==> config.mk <==
export PLATFORM = sky130hd
export DESIGN_NAME = channel_sink_fifo
export DESIGN_NICKNAME = d
export VERILOG_FILES = /design/src/rtl/channel_sink_fifo.sv
export SDC_FILE = /design/constraint.sdc
export NUM_CORES = 1
export LEC_CHECK = 0
export BUFFER_PORTS_ARGS = -buffer_cell sky130_fd_sc_hd__clkbuf_2
export CORE_ASPECT_RATIO = 0.5
export CORE_MARGIN = 8
export CORE_UTILIZATION = 59
export CTS_BUF_LIST = sky130_fd_sc_hd__clkbuf_16
export DETAILED_ROUTE_END_ITERATION = 12
export GPL_ROUTABILITY_DRIVEN = 0
export PLACE_DENSITY = 0.8
export REMOVE_ABC_BUFFERS = 1
export SYNTH_ARGS = -nofsm -noshare
export SYNTH_HDL_FRONTEND = slang
export SYNTH_SLANG_ARGS = --single-unit
export TNS_END_PERCENT = 20
==> constraint.sdc <==
create_clock -name clk_i -period 7.3 [get_ports clk_i]
set_input_delay 0.73 -clock clk_i [delete_from_list [all_inputs] [get_ports clk_i]]
set_output_delay 0.73 -clock clk_i [all_outputs]
set_load 0.01 [all_outputs]
==> src/rtl/channel_sink_fifo.sv <==
// Leaf sink buffer with occupancy-based latency metric; CHANNEL_SINK_FIFO_BYPASS_EN adds empty-buffer cut-through.
// Latency 1 cycle push-to-pop (0 when empty with bypass); in_ch_ready_o = !full from registered state only.
module channel_sink_fifo #(
  parameter int DATA_WIDTH    = 32,
  parameter int LATENCY_WIDTH = 4,
  parameter int DEPTH         = 8
) (
  input  logic                     clk_i,
  input  logic                     rst_i,
  input  logic                     in_ch_valid_i,
  input  logic [DATA_WIDTH-1:0]    in_ch_data_i,
  output logic                     in_ch_ready_o,
  output logic [LATENCY_WIDTH-1:0] in_ch_latency_o,
  output logic                     out_valid_o,
  output logic [DATA_WIDTH-1:0]    out_data_o,
  input  logic                     out_ready_i,
  output logic [$clog2(DEPTH):0]   occupancy_o,
  output logic                     full_o,
  output logic                     empty_o
);
  localparam int AW = $clog2(DEPTH);
  localparam int PW = AW + 1;
  localparam int unsigned LAT_MAX = (1 << LATENCY_WIDTH) - 1;

  logic [DATA_WIDTH-1:0]    mem_q [DEPTH];
  logic [PW-1:0]            wr_ptr_q, wr_ptr_d;
  logic [PW-1:0]            rd_ptr_q, rd_ptr_d;
  logic [PW-1:0]            occ_d;
  logic [LATENCY_WIDTH-1:0] latency_q, latency_d;
  logic                     push, pop, cut_through;
  logic [DATA_WIDTH-1:0]    head_data;

  assign empty_o         = (wr_ptr_q == rd_ptr_q);
  assign full_o          = (wr_ptr_q[AW-1:0] == rd_ptr_q[AW-1:0]) && (wr_ptr_q[AW] != rd_ptr_q[AW]);
  assign occupancy_o     = wr_ptr_q - rd_ptr_q;
  assign in_ch_ready_o   = !full_o;
  assign in_ch_latency_o = latency_q;
  assign head_data       = mem_q[rd_ptr_q[AW-1:0]];

`ifdef CHANNEL_SINK_FIFO_BYPASS_EN
  // Empty buffer forwards the input word straight through; it is only stored if the consumer stalls.
  assign out_valid_o = !empty_o || in_ch_valid_i;
  assign out_data_o  = empty_o ? in_ch_data_i : head_data;
  assign cut_through = empty_o && in_ch_valid_i && out_ready_i;
`else
  assign out_valid_o = !empty_o;
  assign out_data_o  = head_data;
  assign cut_through = 1'b0;
`endif

  assign push = in_ch_valid_i && in_ch_ready_o && !cut_through;
  assign pop  = out_valid_o && out_ready_i && !empty_o;

  always_comb begin
    wr_ptr_d = wr_ptr_q + PW'(push);
    rd_ptr_d = rd_ptr_q + PW'(pop);
    occ_d    = wr_ptr_d - rd_ptr_d;
    // Saturate rather than wrap so a deep buffer never advertises itself as lightly loaded.
    if (32'(occ_d) > LAT_MAX) latency_d = LATENCY_WIDTH'(LAT_MAX);
    else                      latency_d = LATENCY_WIDTH'(occ_d);
  end

  always_ff @(posedge clk_i) begin
    if (rst_i) begin
      wr_ptr_q  <= '0;
      rd_ptr_q  <= '0;
      latency_q <= '0;
    end else begin
      wr_ptr_q  <= wr_ptr_d;
      rd_ptr_q  <= rd_ptr_d;
      latency_q <= latency_d;
    end
  end

  always_ff @(posedge clk_i) begin
    if (push && !rst_i) mem_q[wr_ptr_q[AW-1:0]] <= in_ch_data_i;
  end
endmodule

==> After elaboration in Yosys (flattened, before gate mapping) <==
Memory sizes are Yosys's and may differ from the RTL's. A register that Yosys moved wholly into a read port is not among the register bits.
Cells that the tools add are included.
{ "totals": {"regBits": 12, "mem_bits_rw": 256, "output_inout_bits": 44, "word_cells": 22, "n_memories": 1} }
{ "memory_table": {"columns": ["name", "words", "width", "rd", "rd_clocked_by_memory_dff", "wr", "line", "source"], "rows": [
  ["mem_q", 8, 32, 1, 1, 1, "25", "logic [DATA_WIDTH-1:0] mem_q [DEPTH];"]
]} }
{ "op_classes": {"addsub": 4, "eq_ne": 3, "mux": 3, "n_reduce_logical": 8} }
{ "op_table": {"columns": ["cell", "n"], "rows": [
  ["$add A4 B1 Y4", 2],
  ["$sub A4 B4 Y4", 2],
  ["$logic_and A1 B1 Y1", 5],
  ["$eq A4 B4 Y1", 1],
  ["$eq A3 B3 Y1", 1],
  ["$logic_not A1 Y1", 3],
  ["$mux W3", 1],
  ["$mux W1", 2],
  ["$ne A1 B1 Y1", 1]
]} }

==> Longest topological paths before layout <==
Gate-level depths: netlist (run 1).
{ "depth": {"word_depth": 7, "mapped_depth": 15, "ltp_nobuf": 13} }

==> Worst setup path before layout (run 1) <==
No wires, ideal clock.
{ "synth_timing": {"path_type": "register -> register", "from": "reg rd_ptr_q[1]", "to": "mem mem_q[0][0], enable pin", "t_arrival_ns": 4.761, "t_required_ns": 6.799, "slack_ns": 2.038, "path_stages_with_launch": 10, "n_path_buf": 2, "synth_period_minus_slack_ns": 5.262, "cell_sequence": "dfxtp_1 > buf_2 > buf_2 > inv_1 > ha_1 > nand3_1 > nand2b_1 > and2_1 > nand2b_1 > nor4_1"} }
{ "synth_via": {"elab_chain_len": 7} }
{ "synth_rtl": {"columns": ["item", "line", "source"], "rows": [
  ["start: declaration", "27", "logic [PW-1:0] rd_ptr_q, rd_ptr_d;"],
  ["start signal: assignment", "70", "rd_ptr_q <= rd_ptr_d;"],
  ["$eq A3 B3 Y1", "34", "assign full_o = (wr_ptr_q[AW-1:0] == rd_ptr_q[AW-1:0]) && (wr_ptr_q[AW] != rd_ptr_q[AW]);"],
  ["$logic_and A1 B1 Y1", "34", null],
  ["$logic_not A1 Y1", "36", "assign in_ch_ready_o = !full_o;"],
  ["via in_ch_ready_o", "12", "output logic in_ch_ready_o,"],
  ["$logic_and A1 B1 Y1", "51", "assign push = in_ch_valid_i && in_ch_ready_o && !cut_through;"],
  ["$logic_and A1 B1 Y1", "76", "if (push && !rst_i) mem_q[wr_ptr_q[AW-1:0]] <= in_ch_data_i;"],
  ["$mux W1", "76", null],
  ["$mux W1 (implied by the code)", "76", null],
  ["end: declaration", "25", null]
]} }
The timed path passes the listed nets, and every way through them passes these cells.

==> flow_summary.yaml, run 1 <==
run_status:
  outcome: "finished clean"
floorplanning:
  core.rowCount: 34
  core_area_mm2: 0.01736
  fp.dieW_um: 204.0
  die_area_mm2: 0.02244
  start_util: 0.6006
  io_pins: 80
  dieHeight_um: 110.0
yosys:
  syn_area_mm2: 0.01042
  ys_seq_area_frac: 0.7604
  synth_top_area_share: 0.7374
  synth_edf_count: 256
  synth_cell_types: 23
  syn_avg_cell_area_um2: 20.05
  synth_area_leaders: "edfxtp_1, mux4_2, nand2_1, dfxtp_1, ha_1"
  syn_inst: 520
  async_flop_share: 0
  synth_flop_cell: "edfxtp_1"
  yosysWarnings: 0
  yosys.area.top_type: "edfxtp_1"
  synth_seq_cells: 268
layout:
  final_common_cell: "edfxtp_1"
  antennaDiodeCount: 0
  stdcell_area_mm2: 0.01168
  drive_gt1_frac: 0.2984
  mostFrequentLayoutCells: "edfxtp_1, nand2_1, clkbuf_2, mux4_2, clkbuf_16"
  nNetsFinal: 654
  final_util: 0.6732
  syn2layout_area_growth_pct: 12.07
pwr:
  leakagePower_nw: 3.981
  power_mw: 3.313
  peakVddDrop_uv: 173.8
  cellPowerDensity_mw_per_mm2: 283.6
clock_tree:
  cts_hold_buf: 0
  root_buffer: "clkbuf_16"
  numCtsBuffers: 22
  clk_latency_ns: 0.51
  path_clk_slew_ns: 0.07
  clk_path_buf_depth: 3
  cts_tree: "yes"
  postCtsSetupBuffers: 0
  cts.repair.resized: 0
  htreeDepth: 1
  cts.sinks: 268
global_route:
  grt_start_max_net_pins: 69
  antenna_found_initial: 0
  overflow: 0
  grt_pass1_vias: 5419
  grt_pass1_wl_um: 30840
  grtUsageTotal: 0.1831
timing:
  fin_crit_sh: 0.5013
  slew_viol_final: 0
  final.setup_skew_ns: 0.009348
  fin_crit_ns: 3.660
  setup_viol_count_final: 0
  grt_setup_unrepaired: "false"
  hold_violations: 0
  relSlewSlack: 0.2091
  tightestPinTransition_ns: 1.183
  fmax_mhz: 273.3
job:
  max-cap-violations: 0
routing:
  viasPerCell: 5.895
  wirelength_um: 20450
  wl_per_cell_um: 23.95
  ant_nets: 0
  firstDrtPassIters: 4
  drt-initial-drc-count: 459
  route.detailed.drc: 0
  vias: 5034
setup_path:
  max_stage_delay_ns: 0.83
  start_kind: "flop"
  worstSetupPathType: "flop to output pin"
  worst_path_max_delay_cell: "buf_4"
  crit_fanout: 54
  path_cells: "buf_4, mux4_2, nand2_1, nand2_1, clkbuf_2"
  crit_top_cell: "nand2_1"
  required_ns: 6.57
  worst_setup_path_end_kind: "output pin"
  crit_arrival_ns: 2.93
placed_design:
  io_buffers: 79
  dpl-instance-area_mm2: 0.01102
  dpl.hpwl_um: 10710
min_path:
  hold_path_class: "input pin to flop"
[worst max-delay path, delay by kind of cell (launching register included)]
family / cells / cell delay [ns]
buffers and inverters: 2 / 0.98
and+or+nand+nor: 2 / 0.22
muxes: 1 / 0.62
DFF: 1 / 0.50
[power by group]
| part | total (mW) | internal (mW) | switching [mW] |
|---|---|---|---|
| Clock | 1.11 | 0.604 | 0.509 |
| Sequential | 1.75 | 1.71 | 0.0350 |
| Combinational | 0.449 | 0.226 | 0.223 |
[through the flow]
| step | setup slack [ns] | instances | hold slack (ns) | setup TNS, ns |
|---|---|---|---|---|
| final | 3.640 | 854 | 0.4965 | 0 |
| after global placement | 3.825 | 816 | 0.5481 | 0 |
| after CTS | 3.557 | 854 | 0.4880 | 0 |
| after global routing | 3.449 | 854 | 0.4946 | 0 |
| after detailed placement | 3.745 | 816 | 0.5665 | 0 |
| after floorplan | -0.08244 | 498 | 0.5271 | -5.220 |
[path summary, 6_finish.rpt]
path | from | end | slack, ns | cells after the start
worst max-delay path | rd_ptr_q[0] | out_data_o[22] | 3.64 | 5
worst min-delay path | in_ch_data_i[30] | mem_q[7][30] | 0.50 | 1
worst max register to register | rd_ptr_q[1] | mem_q[2][18] | 3.83 | 7
worst min register to register | wr_ptr_q[3] | wr_ptr_q[3] | 0.58 | 2
[sequential cells by signal, summed over array words and instances (netlist names)]
name	cells
wr_ptr_q	4
rd_ptr_q	4
in_ch_latency_o	4
mem_q	256
[metal layers]
layer  part of all wire  track usage
met1               0.41       0.2381
met2               0.50       0.3141
met3              0.062      0.03588
met4              0.028      0.06183
met5                  0            0
[layout make-up]
cell class	instances	area [um2]
clock buffers	23	575.6
repair buffers	84	432.9
well taps	234	292.8
flip-flops and latches	268	7936
multi-input cells	218	2308
inverters	12	45.04
fillers	1082	5673
clock inverters	15	92.59
[cell usage after synthesis, types with 3 or more instances]
library cell    n
nand2_1        97
xnor2_1         4
buf_12          6
edfxtp_1      256
inv_1          12
mux4_1          4
dfxtp_1        12
ha_1           10
clkbuf_1        4
xor2_1          6
nand3_1         3
or3_1           3
buf_2          11
nor2_1         15
nor2b_1         5
mux4_2         60
[logic make-up after synthesis]
kind of cell,Yosys count,share of synthesized area
buffers and inverters,34,0.02364
DFF,268,0.7604
xor gates and xnor gates,10,0.008401
muxes,64,0.1397
AOI/OAI and AO/OA,4,0.002400
adders and majority gates,12,0.01584
and+or+nand+nor,128,0.04957
Note: power is estimated with default switching activity, not from simulation.
==> run 2, diff against run 1 <==
- ABC_AREA: default -> 1
- CORE_UTILIZATION: 59 -> 60
- PLACE_DENSITY: 0.8 -> 0.81
- clock period: 7.3 -> 3.4 ns (I/O delays scaled with it)
==> flow_summary.yaml, run 2 <==
clock_tree:
  cts.sinks: 268
  clk_path_buf_depth: 3
  root_buffer: "clkbuf_16"
  path_clk_slew_ns: 0.06
  clk_latency_ns: 0.50
  postCtsSetupBuffers: 0
  cts_tree: "yes"
  numCtsBuffers: 23
  htreeDepth: 1
setup_path:
  start_kind: "flop"
  worst_setup_path_end_kind: "output pin"
  crit_fanout: 71
  max_stage_delay_ns: 0.59
  path_cells: "buf_4, inv_4, buf_4, o21ai_1, o22ai_1, nand2_1, nand2_1, clkbuf_2"
  worstSetupPathType: "flop to output pin"
  required_ns: 3.06
  crit_arrival_ns: 2.82
  worst_path_max_delay_cell: "buf_4"
layout:
  final_util: 0.6852
  final_common_cell: "edfxtp_1"
  largest_reg_flops: 256
  drive_gt1_frac: 0.1603
  seq_area_mm2: 0.007934
  mostFrequentLayoutCells: "edfxtp_1, nor2_1, nand2_1, clkbuf_2, o21ai_0"
  syn2layout_area_growth_pct: 11.57
  multi_input_area_mm2: 0.002375
  nFillCells: 1126
  antennaDiodeCount: 0
  nNetsFinal: 950
floorplanning:
  core.rowCount: 34
  die_area_mm2: 0.02259
  io_pins: 80
  fp.dieW_um: 204.7
  start_util: 0.6141
  dieHeight_um: 110.4
  core_area_mm2: 0.01740
pwr:
  leakagePower_nw: 4.279
  peakVddDrop_uv: 331.3
  cellPowerDensity_mw_per_mm2: 622.9
  power_mw: 7.426
yosys:
  synth_cell_types: 26
  ys_seq_area_frac: 0.7419
  syn_avg_cell_area_um2: 12.89
  yosysWarnings: 0
  yosysMostFrequentCell: "edfxtp_1"
  syn_area_mm2: 0.01069
  synth_flop_cell: "edfxtp_1"
  synth_top_area_share: 0.7194
  syn_inst: 829
  synth_seq_cells: 268
  ys_top_cells_by_count: "edfxtp_1, nor2_1, nand2_1"
  async_flop_share: 0
  yosys.area.top_type: "edfxtp_1"
  synth_edf_count: 256
  synth_area_leaders: "edfxtp_1, nor2_1, nand2_1, o22ai_1, o21ai_0"
placed_design:
  dpl.hpwl_um: 12450
  io_buffers: 79
routing:
  highest_layer: "met4"
  wl_per_cell_um: 19.97
  dr_wl_met2_um: 11390
  route.detailed.drc: 0
  firstDrtPassIters: 5
  viasPerCell: 5.917
  m1WireLength_um: 9112
  drt-initial-drc-count: 688
  wl_met3_um: 2095
  vias: 6811
  wirelength_um: 22990
  ant_nets: 0
timing:
  tightestPinTransition_ns: 0.7824
  hold_violations: 0
  final.setup_skew_ns: 0.01073
  slew_viol_final: 0
  relSlewSlack: 0.4784
  fin_crit_ns: 3.164
  fin_crit_sh: 0.9307
  grt_setup_unrepaired: "false"
  setup_viol_count_final: 0
  fmax_mhz: 316.0
run_status:
  outcome: "finished clean"
job:
  max-cap-violations: 0
global_route:
  grtUsageTotal: 0.2038
  grt_start_max_net_pins: 72
  grt_pass1_wl_um: 36070
  grt_pass1_vias: 6878
  overflow: 0
  antenna_found_initial: 0
min_path:
  hold_path_class: "input pin to flop"
==> run 2: report_power, final <==
| group | internal, mW | leakage (nW) | switching, mW | total, mW |
|---|---|---|---|---|
| Combinational | 0.449 | 1.53 | 0.928 | 1.38 |
| Sequential | 3.69 | 2.41 | 0.0222 | 3.71 |
| Clock | 1.24 | 0.334 | 1.11 | 2.34 |
==> run 2: worst max-delay path: cells and delay by family (launching register included) <==
kind / cells / cell delay, ns
flip-flops: 1 / 0.35
AND/OR/NAND/NOR: 2 / 0.14
buffers and inverters: 4 / 1.51
AO/OA/AOI/OAI: 2 / 0.27
==> run 2: cell families (layout without fill, tap and decap cells) <==
family,count (synthesis),in the layout,synth area share
AOI/OAI and AO/OA,197,197,0.09977
xor gates and xnor gates,5,5,0.004098
adders and majority gates,12,12,0.01546
buffers and inverters,73,161,0.03958
DFF,268,268,0.7419
and+or+nand+nor,274,274,0.09918
==> run 2: metal layers <==
layer	vias up	global-route usage
li1	3152	-
met1	3266	0.2681
met2	355	0.3536
met3	38	0.03530
met4	0	0.05365
met5	-	0
==> run 2: worst paths after layout <==
path | from | endpoint | slack [ns] | depth (start not counted)
worst max-delay path | rd_ptr_q[0] | out_data_o[9] | 0.24 | 8
worst min-delay path | in_ch_data_i[6] | mem_q[3][6] | 0.12 | 1
worst max register to register | wr_ptr_q[0] | in_ch_latency_o[3] | 0.50 | 16
worst min register to register | wr_ptr_q[3] | wr_ptr_q[3] | 0.60 | 3
==> run 2: final cells by class <==
class | count | area share
multi-input combinational | 488 | 0.1992
inverter | 23 | 0.007452
timing repair buffer | 98 | 0.04754
clock inverter | 17 | 0.007452
clock buffer | 23 | 0.04828
tap | 234 | 0.02456
sequential | 268 | 0.6655
==> run 2: per-stage QoR <==
| stage | TNS, ns | hold slack, ns | cell area, um2 | cells | setup WS [ns] |
|---|---|---|---|---|---|
| after floorplan | -652.61 | 0.4067 | 10350 | 779 | -2.450 |
| after global placement | 0 | 0.5857 | 11250 | 1111 | 0.6278 |
| after detailed placement | 0 | 0.5943 | 11250 | 1111 | 0.5137 |
| after CTS | 0 | 0.1006 | 11920 | 1151 | 0.2178 |
| after global routing | 0 | 0.1088 | 11920 | 1151 | 0.03438 |
| final | 0 | 0.1157 | 11920 | 1151 | 0.2357 |
==> run 2: what timing repair did <==
item,4_1_cts,5_1_grt
endpoints found under the setup margin,0,1
hold buffers,0,0
gates resized for setup,0,1
